### src/rtl/cpu_mem_pkg.sv
// -----------------------------------------------------------------------------
// cpu_mem_pkg
// Shared definitions for the unified-memory arbiter and its latency counter:
// FSM state encoding, access-owner encoding, default bus widths, counter
// widths and a saturating-increment helper for the IF starvation counter.
// -----------------------------------------------------------------------------
package cpu_mem_pkg;

   typedef enum logic {
      ST_IDLE = 1'b0,
      ST_BUSY = 1'b1
   } state_e;

   typedef enum logic {
      OWN_IF = 1'b0,
      OWN_DM = 1'b1
   } owner_e;

   localparam int DEF_ADDR_W = 16;
   localparam int DEF_DATA_W = 16;

   // Latency counter holds MEM_LAT (1..15); starve counter holds MAX_STARVE (1..7).
   localparam int CNT_W    = 4;
   localparam int STARVE_W = 3;

   function automatic logic [STARVE_W-1:0] sat_inc(input logic [STARVE_W-1:0] v,
                                                   input logic [STARVE_W-1:0] lim);
      return (v >= lim) ? v : v + 1'b1;
   endfunction

endpackage

### src/rtl/mem_lat_counter.sv
// -----------------------------------------------------------------------------
// mem_lat_counter
// Loadable down-counter with a "last cycle" flag. Loaded with a latency value,
// it counts down while enabled and flags the cycle in which the count is 1,
// i.e. the final cycle of the timed interval. Usable for any fixed-latency
// sequencing (memory accesses, cache-refill beats).
//
// Ports:
//   clk        in   clock
//   rst_n      in   asynchronous reset, active-low (count cleared to 0)
//   load_i     in   load load_val_i this cycle (takes priority over en_i)
//   load_val_i in   value to load
//   en_i       in   decrement enable; the count stops at 0
//   done_o     out  count == 1 (last cycle of the interval)
// -----------------------------------------------------------------------------
module mem_lat_counter
   import cpu_mem_pkg::*;
(
   input  logic             clk,
   input  logic             rst_n,
   input  logic             load_i,
   input  logic [CNT_W-1:0] load_val_i,
   input  logic             en_i,
   output logic             done_o
);

   logic [CNT_W-1:0] cnt_q;
   logic [CNT_W-1:0] cnt_d;

   always_comb begin
      cnt_d = cnt_q;
      if (load_i) begin
         cnt_d = load_val_i;
      end else if (en_i && (cnt_q != '0)) begin
         cnt_d = cnt_q - 1'b1;
      end
   end

   always_ff @(posedge clk or negedge rst_n) begin
      if (!rst_n) begin
         cnt_q <= '0;
      end else begin
         cnt_q <= cnt_d;
      end
   end

   assign done_o = (cnt_q == CNT_W'(1));

endmodule

### src/rtl/mem_port_arbiter.sv
// -----------------------------------------------------------------------------
// mem_port_arbiter
// Shares one single-port, fixed-latency memory between the instruction-fetch
// requester (IF) and the data-memory requester (DM). One access is in flight
// at a time. DM has priority, except that after MAX_STARVE consecutive DM
// grants while IF is waiting, IF is forced to win the next arbitration.
//
// Timing: the grant, mem_en and the memory address/write data are all
// combinational in the grant cycle T. The arbiter is BUSY in cycles
// T+1..T+MEM_LAT; cycle T+MEM_LAT is the cycle in which mem_rdata is valid,
// so the owner's valid pulse and read data are presented in that cycle and
// the read data is captured into the owner's rdata register at its closing
// edge (the rdata outputs then hold it). A new access may be granted in that
// same final cycle, giving one access per MEM_LAT cycles back-to-back.
//
// Ports:
//   clk        in   clock
//   Rst        in   asynchronous reset, active-low
//   if_req     in   IF read request, held until if_gnt
//   if_addr    in   IF read address
//   if_gnt     out  IF request accepted this cycle
//   if_valid   out  IF read data valid (one cycle)
//   if_rdata   out  IF read data
//   dm_req     in   DM request, held until dm_gnt
//   dm_we      in   DM write (1) / read (0)
//   dm_addr    in   DM address
//   dm_wdata   in   DM write data
//   dm_gnt     out  DM request accepted this cycle
//   dm_valid   out  DM read data valid or write completion (one cycle)
//   dm_rdata   out  DM read data, 0 for writes
//   mem_en     out  memory access strobe, one cycle per access
//   mem_we     out  memory write enable, qualified by mem_en
//   mem_addr   out  memory address
//   mem_wdata  out  memory write data
//   mem_rdata  in   memory read data, valid MEM_LAT cycles after mem_en
//   busy       out  access outstanding
// -----------------------------------------------------------------------------
module mem_port_arbiter
   import cpu_mem_pkg::*;
#(
   parameter int ADDR_W     = DEF_ADDR_W,
   parameter int DATA_W     = DEF_DATA_W,
   parameter int MEM_LAT    = 2,
   parameter int MAX_STARVE = 3
) (
   input  logic              clk,
   input  logic              Rst,
   input  logic              if_req,
   input  logic [ADDR_W-1:0] if_addr,
   output logic              if_gnt,
   output logic              if_valid,
   output logic [DATA_W-1:0] if_rdata,
   input  logic              dm_req,
   input  logic              dm_we,
   input  logic [ADDR_W-1:0] dm_addr,
   input  logic [DATA_W-1:0] dm_wdata,
   output logic              dm_gnt,
   output logic              dm_valid,
   output logic [DATA_W-1:0] dm_rdata,
   output logic              mem_en,
   output logic              mem_we,
   output logic [ADDR_W-1:0] mem_addr,
   output logic [DATA_W-1:0] mem_wdata,
   input  logic [DATA_W-1:0] mem_rdata,
   output logic              busy
);

   if ((MEM_LAT < 1) || (MEM_LAT > 15)) begin : g_bad_mem_lat
      $error("mem_port_arbiter: MEM_LAT must be in 1..15");
   end
   if ((MAX_STARVE < 1) || (MAX_STARVE > 7)) begin : g_bad_max_starve
      $error("mem_port_arbiter: MAX_STARVE must be in 1..7");
   end

   localparam logic [CNT_W-1:0]    LAT_LOAD   = CNT_W'(MEM_LAT);
   localparam logic [STARVE_W-1:0] STARVE_LIM = STARVE_W'(MAX_STARVE);

   state_e              state_q, state_d;
   owner_e              owner_q, owner_d;
   logic                is_wr_q, is_wr_d;
   logic [STARVE_W-1:0] starve_q, starve_d;
   logic [DATA_W-1:0]   if_rdata_q, if_rdata_d;
   logic [DATA_W-1:0]   dm_rdata_q, dm_rdata_d;

   logic lat_done;
   logic done;
   logic can_arb;
   logic dm_win;
   logic if_win;

   mem_lat_counter u_lat_cnt (
      .clk        (clk),
      .rst_n      (Rst),
      .load_i     (mem_en),
      .load_val_i (LAT_LOAD),
      .en_i       (state_q == ST_BUSY),
      .done_o     (lat_done)
   );

   // Final cycle of the outstanding access: memory data is valid now.
   assign done = (state_q == ST_BUSY) && lat_done;

   // Gating with Rst keeps every output low while reset is asserted, even if
   // requesters hold their request lines high.
   assign can_arb = Rst && ((state_q == ST_IDLE) || done);
   assign dm_win  = can_arb && dm_req && !(if_req && (starve_q == STARVE_LIM));
   assign if_win  = can_arb && if_req && !dm_win;

   always_comb begin
      if_gnt    = if_win;
      dm_gnt    = dm_win;
      mem_en    = if_win || dm_win;
      mem_we    = dm_win && dm_we;
      mem_addr  = '0;
      mem_wdata = '0;
      if (dm_win) begin
         mem_addr  = dm_addr;
         mem_wdata = dm_wdata;
      end else if (if_win) begin
         mem_addr  = if_addr;
      end

      if_valid = done && (owner_q == OWN_IF);
      dm_valid = done && (owner_q == OWN_DM);
      if_rdata = if_valid ? mem_rdata : if_rdata_q;
      dm_rdata = dm_rdata_q;
      if (dm_valid) begin
         dm_rdata = is_wr_q ? '0 : mem_rdata;
      end
      busy = (state_q == ST_BUSY);
   end

   always_comb begin
      state_d    = state_q;
      owner_d    = owner_q;
      is_wr_d    = is_wr_q;
      starve_d   = starve_q;
      if_rdata_d = if_valid ? mem_rdata : if_rdata_q;
      dm_rdata_d = dm_valid ? dm_rdata : dm_rdata_q;

      if (dm_win || if_win) begin
         state_d = ST_BUSY;
         owner_d = dm_win ? OWN_DM : OWN_IF;
         is_wr_d = dm_win && dm_we;
      end else if (done) begin
         state_d = ST_IDLE;
      end

      // Starvation only accrues while IF is actually waiting.
      if (!if_req) begin
         starve_d = '0;
      end else if (dm_win) begin
         starve_d = sat_inc(starve_q, STARVE_LIM);
      end else if (if_win) begin
         starve_d = '0;
      end
   end

   always_ff @(posedge clk or negedge Rst) begin
      if (!Rst) begin
         state_q    <= ST_IDLE;
         owner_q    <= OWN_IF;
         is_wr_q    <= 1'b0;
         starve_q   <= '0;
         if_rdata_q <= '0;
         dm_rdata_q <= '0;
      end else begin
         state_q    <= state_d;
         owner_q    <= owner_d;
         is_wr_q    <= is_wr_d;
         starve_q   <= starve_d;
         if_rdata_q <= if_rdata_d;
         dm_rdata_q <= dm_rdata_d;
      end
   end

endmodule

### config.mk
export PLATFORM = sky130hd
export DESIGN_NAME = mem_port_arbiter
export DESIGN_NICKNAME = d
export VERILOG_FILES = /design/src/rtl/cpu_mem_pkg.sv /design/src/rtl/mem_lat_counter.sv /design/src/rtl/mem_port_arbiter.sv
export SDC_FILE = /design/constraint.sdc
export NUM_CORES = 1
export LEC_CHECK = 0
export BUFFER_PORTS_ARGS = -buffer_cell sky130_fd_sc_hd__clkbuf_2
export CORE_AREA = 2 2 86 105
export DETAILED_ROUTE_END_ITERATION = 10
export DIE_AREA = 0 0 88 107
export GPL_TIMING_DRIVEN = 0
export PLACE_DENSITY = 0.69
export SETUP_SLACK_MARGIN = 0.15
export SKIP_CTS_REPAIR_TIMING = 1
export SLEW_MARGIN = 20
export SYNTH_ARGS = -nofsm -noshare
export SYNTH_HDL_FRONTEND = slang
export SYNTH_SLANG_ARGS = --single-unit
### constraint.sdc
create_clock -name clk -period 2.5 [get_ports clk]
set_clock_uncertainty 0.05 [all_clocks]
set_input_delay 0.125 -clock clk [delete_from_list [all_inputs] [get_ports clk]]
set_output_delay 0.125 -clock clk [all_outputs]
set_load 0.005 [all_outputs]
==> results of run 1 <==
==> flip-flops by register name (all words and copies together) (netlist names) <==
signal / count
busy: 1
starve_q: 3
u_lat_cnt.cnt_q: 4
owner_q: 1
dm_rdata_q: 16
if_rdata_q: 16
is_wr_q: 1
==> final cells by class <==
cell class / instances / area (um^2) / share of cell area [%]
sequential: 42 / 1050 / 27.7
buffer: 15 / 92.6 / 2.44
tap: 117 / 146 / 3.86
clock buffer: 6 / 82.6 / 2.18
timing repair buffer: 156 / 933 / 24.6
multi-input combinational: 174 / 1400 / 36.8
inverter: 8 / 30.0 / 0.792
clock inverter: 2 / 60.1 / 1.58
==> per-layer routing <==
layer  part of all wire [%]  routed length (um)  vias to the layer above
met5                      0                   0                        -
met4                    2.0                 133                        0
met3                    6.4                 435                       11
met2                     52                3520                      106
met1                     40                2710                     1101
li1                       -                   -                     1162
==> power by group through the flow <==
stage / Clock [mW] / Sequential, mW / Combinational, mW
2_1_floorplan: 0 / 1.12 / 0.962
3_3_place_gp: 0 / 1.15 / 1.53
3_5_place_dp: 0 / 1.17 / 1.56
4_1_cts: 0.680 / 1.16 / 1.57
5_1_grt: 0.706 / 1.21 / 2.10
6_report: 0.667 / 1.17 / 1.92
==> final timing paths <==
| path | from | to | cells after the start |
|---|---|---|---|
| hold / removal | mem_rdata[9] | if_rdata_q[9] | 2 |
| hold reg to reg | if_rdata_q[14] | if_rdata_q[14] | 1 |
| setup / recovery | u_lat_cnt.cnt_q[1] | if_rdata[7] | 8 |
| setup reg to reg | u_lat_cnt.cnt_q[1] | if_rdata_q[6] | 8 |
| min in group asynchronous | Rst | dm_rdata_q[12] | 3 |
| max in group asynchronous | Rst | if_rdata_q[4] | 3 |
==> placed cells by master, fill, tap and decap left out, drive strengths merged <==
cell type	n
a2111oi	1
a211o	1
a211oi	1
a21bo	1
a21boi	1
a21o	2
a21oi	19
a221oi	1
and2	17
and3	1
buf	27
bufinv	2
clkbuf	149
dfrtp	42
dlygate4sd3	1
ha	5
inv	8
mux2	48
mux2i	1
nand2	21
nand2b	1
nand3	18
nand4b	1
nor2	4
nor2b	16
nor3	1
nor3b	1
nor4b	1
o211ai	2
o21ai	1
o221a	1
o22ai	2
o2bb2ai	1
o32ai	2
or3b	2
==> worst max-delay path, delay by kind of cell (launching register included) <==
| kind | cells | cell delay, ns |
|---|---|---|
| adder cells (fa/ha/maj) | 1 | 0.13 |
| buffers and inverters | 4 | 0.53 |
| multiplexers | 1 | 0.31 |
| AND/OR/NAND/NOR | 2 | 0.59 |
| flip-flops | 1 | 0.41 |
==> cells by family after synthesis <==
logic type	count (synthesis)	share of synthesized area, %
buffers and inverters	23	4.01
AOI/OAI and AO/OA	36	9.40
and+or+nand+nor	84	19.0
adders and majority gates	5	2.54
DFF	42	42.7
muxes	49	22.3
==> cell usage after synthesis, drive strengths merged (2+ instances only) <==
master / count / share of area (%)
o22ai: 2 / 0.51
nand3: 18 / 3.7
inv: 8 / 1.2
and2: 17 / 4.3
buf: 6 / 1.4
dfrtp: 42 / 43
a21o: 2 / 0.61
or3b: 2 / 0.81
clkbuf: 9 / 1.4
mux2: 48 / 22
o211ai: 2 / 0.61
nor2b: 16 / 4.1
ha: 5 / 2.5
nand2: 21 / 3.2
a21oi: 19 / 3.9
nor2: 4 / 0.61
o32ai: 2 / 0.71
==> per-stage QoR <==
| step | cell area, um^2 | std cells |
|---|---|---|
| 3_5_place_dp | 3300 | 494 |
| 3_3_place_gp | 3300 | 494 |
| 4_1_cts | 3450 | 502 |
| 5_1_grt | 3790 | 520 |
| 6_report | 3790 | 520 |
| 2_1_floorplan | 2460 | 239 |
==> run metrics, run 1 <==
CP required=2.33 ns; worst hold margin=0.0349 ns; pins over their slew limit=0; maximum clock rate=412 MHz; met3 usage=1.92%; Initial Utilization=29.4%; die area=9420 um^2; Cell Rows=37; TNS Setup=0 ns; Die H=107 um; sequential power share=31.3%; Pleak=1.93 nW; CTS Buf Count=5; P&R area growth vs syn=53.9%; Hold/Removal Path Class=primary input to flop; highest-delay cell along the critical path=dfrtp_1; outcome=finished clean; GRT Total Usage=13.1%; CTS tree=yes; grt total ovfl=0; Root Buffer=clkbuf_8; Die X-Extent=88 um; first-pass GRT wire length=9.92 mm; crit path time final=2.43 ns; maximum vdd drop=0.322 mV; Post-Syn Instances=239; final setup fails=0; Worst setup SP type=flop; critical path's largest stage delay=0.41 ns; WP data arrival=2.25 ns; synthesized area per cell=10.3 um^2; switching power=1.20 mW; Synth Flop Type=dfrtp_1; H-tree depth=2; vias=2,380; FILL cells=792; Clk pwr share=17.8%; routed vias/inst=4.58; Top Ports=140; Reg clk slew, reported paths=0.09 ns; drt drc=0; RSZ-0062 raised after global routing=true; Relative slew margins=68.5%; Mapped Area=2460 um^2; core box area=8380 um^2; I/O Buffers=138; fraction of registers with async set or reset after synthesis=100%; vias in the first global route=2,196; crit end category=output port; GPL Wtd Cong=0.811; register area share after synthesis=42.7%; met2 usage in global routing=24.0%; antenna violations before repair=0; Final Routed Wirelength=6.79 mm; wire length per cell=13.1 um; Worst-Margin Slew=0.472 ns; Yosys cell types=37; final core occ=45.3%; max-cap violations=0; Comb pwr share=51.0%; Post-Syn Nets=313; PwrDens=991 nW/um^2; worst path cell trace=inv_2 -> ha_4 -> or3b_4 -> nor3_4 -> buf_12 -> clkbuf_16 -> mux2_4 -> buf_6; largest net degree at the start of global routing=47; Cell Int Power=2.55 mW; ANT cells=0; drt first pass iters=4; Max Root-Sink Buffers=2; Reg2Reg Setup Slack=0.41 ns; met1 usage=15.2%; final hold viol count=0; crit share post-route=97.2%; Overall Power=3.76 mW; final net count=476; share of cells above drive strength 1=57.3%; HPWL Detailed=5.00 mm; worst-skew pair later-pin latency=0.29 ns; Detailed Route Iter0 Violations=79; ANT nets after route=0; Ys Warns=0; EDFF count, synth=0; Place WS=0.0808 ns; worst setup margin=0.0702 ns; register bit total from synthesis=42; Sink Count=42; CP max FO=8; class of the most critical setup path=flop to output port; grt peak-use layer=met2; Sw Ratio=32.0%
Power figures use the tool's default switching activity.
==> run 2: changes to the inputs <==
Settings changed: BUFFER_PORTS_ARGS -buffer_cell sky130_fd_sc_hd__clkbuf_2 to default, CORE_AREA 2 2 86 105 to 2 2 62 76, DIE_AREA 0 0 88 107 to 0 0 64 78, DONT_BUFFER_PORTS from default to 1, GPL_ROUTABILITY_DRIVEN from default to 0, PLACE_DENSITY 0.69 to 0.85.
==> run metrics, run 2 (synthesis results as in run 1) <==
largest net degree at the start of global routing=47 (unchanged); Overall Power=3.30 mW (-12%); CTS Buf Count=5 (unchanged); fin area=3020 um^2 (-20%); vias in the first global route=1,791 (-18%); Worst setup SP type=flop; GRT Total Usage=22.3% (+9.2 points); CP max FO=7 (-1); Relative slew margins=46.5% (-22 points); Detailed Route Iter0 Violations=102 (+29%); worst hold margin=-0.0136 ns (-0.0485 ns); pins over their slew limit=0 (unchanged); placed inst area=2530 um^2 (-23%); die area=4990 um^2 (-47%); Initial Utilization=58.7% (+29 points); final setup fails=0 (unchanged); drt drc=0 (unchanged); Pleak=1.33 nW (-31%); outcome=finished, violations left; ANT cells=0 (unchanged); Hold/Removal Path Class=primary input to flop; maximum vdd drop=0.375 mV (+17%); CP required=2.33 ns (about the same); H-tree depth=2 (unchanged); CTS tree=yes; final core occ=72.0% (+27 points); Largest regs=dm_rdata_q x16, if_rdata_q x16, u_lat_cnt.cnt_q x4; max-cap violations=0 (unchanged); PwrDens=1090 nW/um^2 (+10%); final hold viol count=1 (+1); vias=1,952 (-18%); routed vias/inst=5.97 (+30%); P&R area growth vs syn=22.7%; FILL cells=290 (-63%); Reg clk slew, reported paths=0.08 ns (about the same); share of cells above drive strength 1=29.2% (-28 points); commonest non-fill, non-tap cell in the layout=dfrtp_1; maximum clock rate=429 MHz (+4.2%); crit share post-route=93.2% (-4.0 points); Final Non-Filler Cells=327 (-37%); Top Ports=140 (unchanged); Max Root-Sink Buffers=2 (unchanged); core box area=4200 um^2 (-50%); drt first pass iters=4 (unchanged); crit path time final=2.33 ns (-0.0989 ns); grt total ovfl=0 (unchanged); ANT nets after route=0 (unchanged); antenna violations before repair=0 (unchanged); Sink Count=42 (unchanged); Die X-Extent=64 um (-27%); failing checks=negative hold slack; Final Routed Wirelength=6.63 mm (-2.4%); I/O Buffers=0 (-100%); crit end category=output port; class of the most critical setup path=flop to output port; most frequent cells in the layout=42 x dfrtp_1, 32 x mux2_2, 21 x nand2_1; wire length per cell=20.3 um (+55%); Worst-Margin Slew=0.798 ns (+0.327 ns); final net count=344 (-28%); first-pass GRT wire length=8.58 mm (-13%); Root Buffer=clkbuf_8; Inst Count DP=295 (-40%); HPWL Detailed=4.38 mm (-12%); WP data arrival=2.16 ns (-0.09 ns); Die H=78 um (-27%); RSZ-0062 raised after global routing=true; Cell Rows=26 (-30%); worst-skew pair later-pin latency=0.30 ns (about the same)
-- run 2: cell count changes in the layout (fill, tap and decap cells not counted), moves of 2 or more --
cell           before  now
buf_4              11    4
mux2_2             34   32
clkbuf_4            4    0
dlygate4sd3_1       1   18
mux2_4             14   16
buf_12              2    0
clkbuf_2          132    3
buf_6              10    3
-- run 2: per-layer routing --
metal	track usage, %	vias up	wire length [um]	part of all wire (%)
met4	7.61	0	117	1.8
met5	0	-	0	0
met1	23.0	933	2380	36
met2	42.0	114	3530	53
li1	-	893	-	-
met3	6.52	12	598	9.0
-- run 2: critical path, cell delays in order, from the launching register on --
cell     delay (ns)
dfrtp_1        0.42
inv_2          0.09
ha_4           0.12
or3b_4         0.41
nor3_4         0.28
buf_6          0.20
mux2_4         0.33
-- run 2: path summary, 6_finish.rpt --
check / from / cells after the start / slack [ns] / to
max: u_lat_cnt.cnt_q[1] / 6 / 0.17 / if_rdata[1]
max reg2reg: u_lat_cnt.cnt_q[1] / 5 / 0.39 / is_wr_q
min reg2reg: dm_rdata_q[8] / 1 / 0.46 / dm_rdata_q[8]
min: dm_req / 2 / -0.01 / busy
max in group asynchronous: Rst / 2 / 1.83 / if_rdata_q[4]
min in group asynchronous: Rst / 2 / 0.38 / dm_rdata_q[11]
-- run 2: layout make-up --
class	instances	area [um^2]	area share, %
Tap cell	56	70.1	2.32
Timing Repair Buffer	24	253	8.36
Clock buffer	6	82.6	2.73
Sequential cell	42	1050	34.8
Inverter	8	30.0	0.993
Multi-Input combinational cell	174	1400	46.4
Buffer	15	75.1	2.48
Clock inverter	2	60.1	1.99
-- run 2: metrics by stage --
step	TNS, ns	worst slack (ns)
2_1_floorplan	0	0.499
3_3_place_gp	0	0.288
3_5_place_dp	0	0.222
4_1_cts	-0.652	-0.0821
5_1_grt	0	0.0769
6_report	0	0.169
-- run 2: power by group --
| group | total [mW] | switching, mW | internal (mW) | leakage, nW |
|---|---|---|---|---|
| Sequential | 1.21 | 0.214 | 1.00 | 0.508 |
| Combinational | 1.43 | 0.691 | 0.735 | 0.750 |
| Clock | 0.661 | 0.235 | 0.426 | 0.0714 |
| Total | 3.30 | 1.14 | 2.16 | 1.33 |
==> run 3: changes to the inputs <==
Settings changed: CORE_AREA 2 2 62 76 to 2 2 61 74, DIE_AREA 0 0 64 78 to 0 0 63 76, PLACE_DENSITY 0.85 to 0.88.
==> run metrics, run 3 (synthesis results as in run 1) <==
outcome=finished, violations left; failing checks=negative hold slack; Detailed Route Iter0 Violations=118 (+16%); Pleak=1.31 nW (-1.7%); Worst-Margin Slew=0.832 ns (+0.0336 ns); worst path cell trace=inv_2 -> ha_4 -> or3b_4 -> nor3_4 -> buf_6 -> mux2_2; H-tree depth=2 (unchanged); WP data arrival=2.17 ns (about the same); TNS Setup=0 ns (unchanged); ANT nets after route=0 (unchanged); Max Root-Sink Buffers=2 (unchanged); CTS tree=yes; final hold viol count=1 (unchanged); Final Non-Filler Cells=329 (+0.61%); pins over their slew limit=0 (unchanged); worst-skew pair later-pin latency=0.29 ns (about the same); Root Buffer=clkbuf_8; final net count=346 (+0.58%); die area=4790 um^2 (-4.1%); CP max FO=4 (-3); Sink Count=42 (unchanged); Place WS=0.253 ns (+0.0318 ns); wire length per cell=20.0 um (-1.5%); crit end category=output port; largest net degree at the start of global routing=47 (unchanged); final core occ=71.9% (-0.11 points); ANT cells=0 (unchanged); antenna violations before repair=0 (unchanged); Reg clk slew, reported paths=0.08 ns (about the same); maximum clock rate=427 MHz (-0.58%); PwrDens=1030 nW/um^2 (-5.6%); Inst Count DP=295 (unchanged); crit path time final=2.34 ns (+0.0137 ns); CTS Buf Count=5 (unchanged); grt total ovfl=0 (unchanged); Hold/Removal Path Class=primary input to flop; Initial Utilization=59.6% (+0.92 points); critical path's largest stage delay=0.41 ns (about the same); crit-path leading delay family=simple AND/OR/NAND/NOR gates; I/O Buffers=0 (unchanged); Die H=76 um (-2.6%); core box area=4130 um^2 (-1.6%); maximum vdd drop=0.388 mV (+3.4%); drt drc=0 (unchanged); class of the most critical setup path=flop to output port; crit share post-route=93.8% (+0.55 points); max-cap violations=0 (unchanged); Die X-Extent=63 um (-1.6%); commonest non-fill, non-tap cell in the layout=dfrtp_1; GRT Total Usage=21.5% (-0.85 points); vias=1,976 (+1.2%); HPWL Detailed=4.09 mm (-6.4%); vias in the first global route=1,715 (-4.2%); RSZ-0062 raised after global routing=true; final setup fails=0 (unchanged); routed vias/inst=6.01 (+0.61%); drt first pass iters=4 (unchanged); Final Routed Wirelength=6.57 mm (-0.91%); first-pass GRT wire length=8.09 mm (-5.7%); Worst setup SP type=flop; Top Ports=140 (unchanged); Cell Rows=26 (unchanged); worst setup margin=0.155 ns (-0.0137 ns); highest-delay cell along the critical path=dfrtp_1; WP buf/inv=2 (unchanged); Largest regs=dm_rdata_q x16, if_rdata_q x16, u_lat_cnt.cnt_q x4; most frequent cells in the layout=42 x dfrtp_1, 34 x mux2_2, 21 x nand2_1; Relative slew margins=44.2% (-2.3 points); share of cells above drive strength 1=28.6% (-0.58 points); P&R area growth vs syn=20.6%; worst hold margin=-0.00454 ns (+0.00910 ns); CP required=2.33 ns (about the same)
[run 3: power breakdown]
group	total [mW]	internal, mW	switching (mW)
clock	0.448	0.223	0.225
sequential	1.21	1.00	0.208
combinational	1.41	0.718	0.690
total	3.06	1.94	1.12
[run 3: area by class of cell]
class | count | area, um^2
Fill cell | 295 | 1160
Buffer | 15 | 75.1
Inverter | 8 | 30.0
Sequential cell | 42 | 1050
Timing Repair Buffer | 26 | 270
Clock buffer | 7 | 86.3
Multi-Input combinational cell | 174 | 1380
Clock inverter | 1 | 5.00
Tap cell | 56 | 70.1
[run 3: path summary, 6_finish.rpt]
check / startpoint / to / slack, ns / cells past startpoint
max in group asynchronous: Rst / owner_q / 1.93 / 2
worst max-delay path: u_lat_cnt.cnt_q[1] / if_rdata[10] / 0.16 / 6
worst min-delay path: dm_req / busy / -0.005 / 2
worst max register to register: u_lat_cnt.cnt_q[1] / is_wr_q / 0.36 / 5
min in group asynchronous: Rst / dm_rdata_q[8] / 0.28 / 2
worst min register to register: dm_rdata_q[9] / dm_rdata_q[9] / 0.46 / 1
[run 3: per-layer routing]
layer | global-route usage [%] | up-vias | part of all wire [%] | wire length [um]
li1 | - | 900 | - | -
met1 | 22.9 | 964 | 39 | 2560
met2 | 39.0 | 105 | 53 | 3460
met3 | 6.94 | 7 | 7.2 | 473
met4 | 7.56 | 0 | 1.1 | 70
met5 | 0 | - | 0 | 0
[run 3: metrics by stage]
| step | instance area [um^2] | hold WS (ns) | power (mW) |
|---|---|---|---|
| finish | 2970 | -0.00454 | 3.06 |
| CTS | 2630 | -0.537 | 2.78 |
| detailed placement | 2530 | -0.219 | 2.34 |
| floorplan | 2460 | -0.221 | 2.08 |
| global route | 2970 | 0.0263 | 3.23 |
| global placement | 2530 | -0.220 | 2.27 |
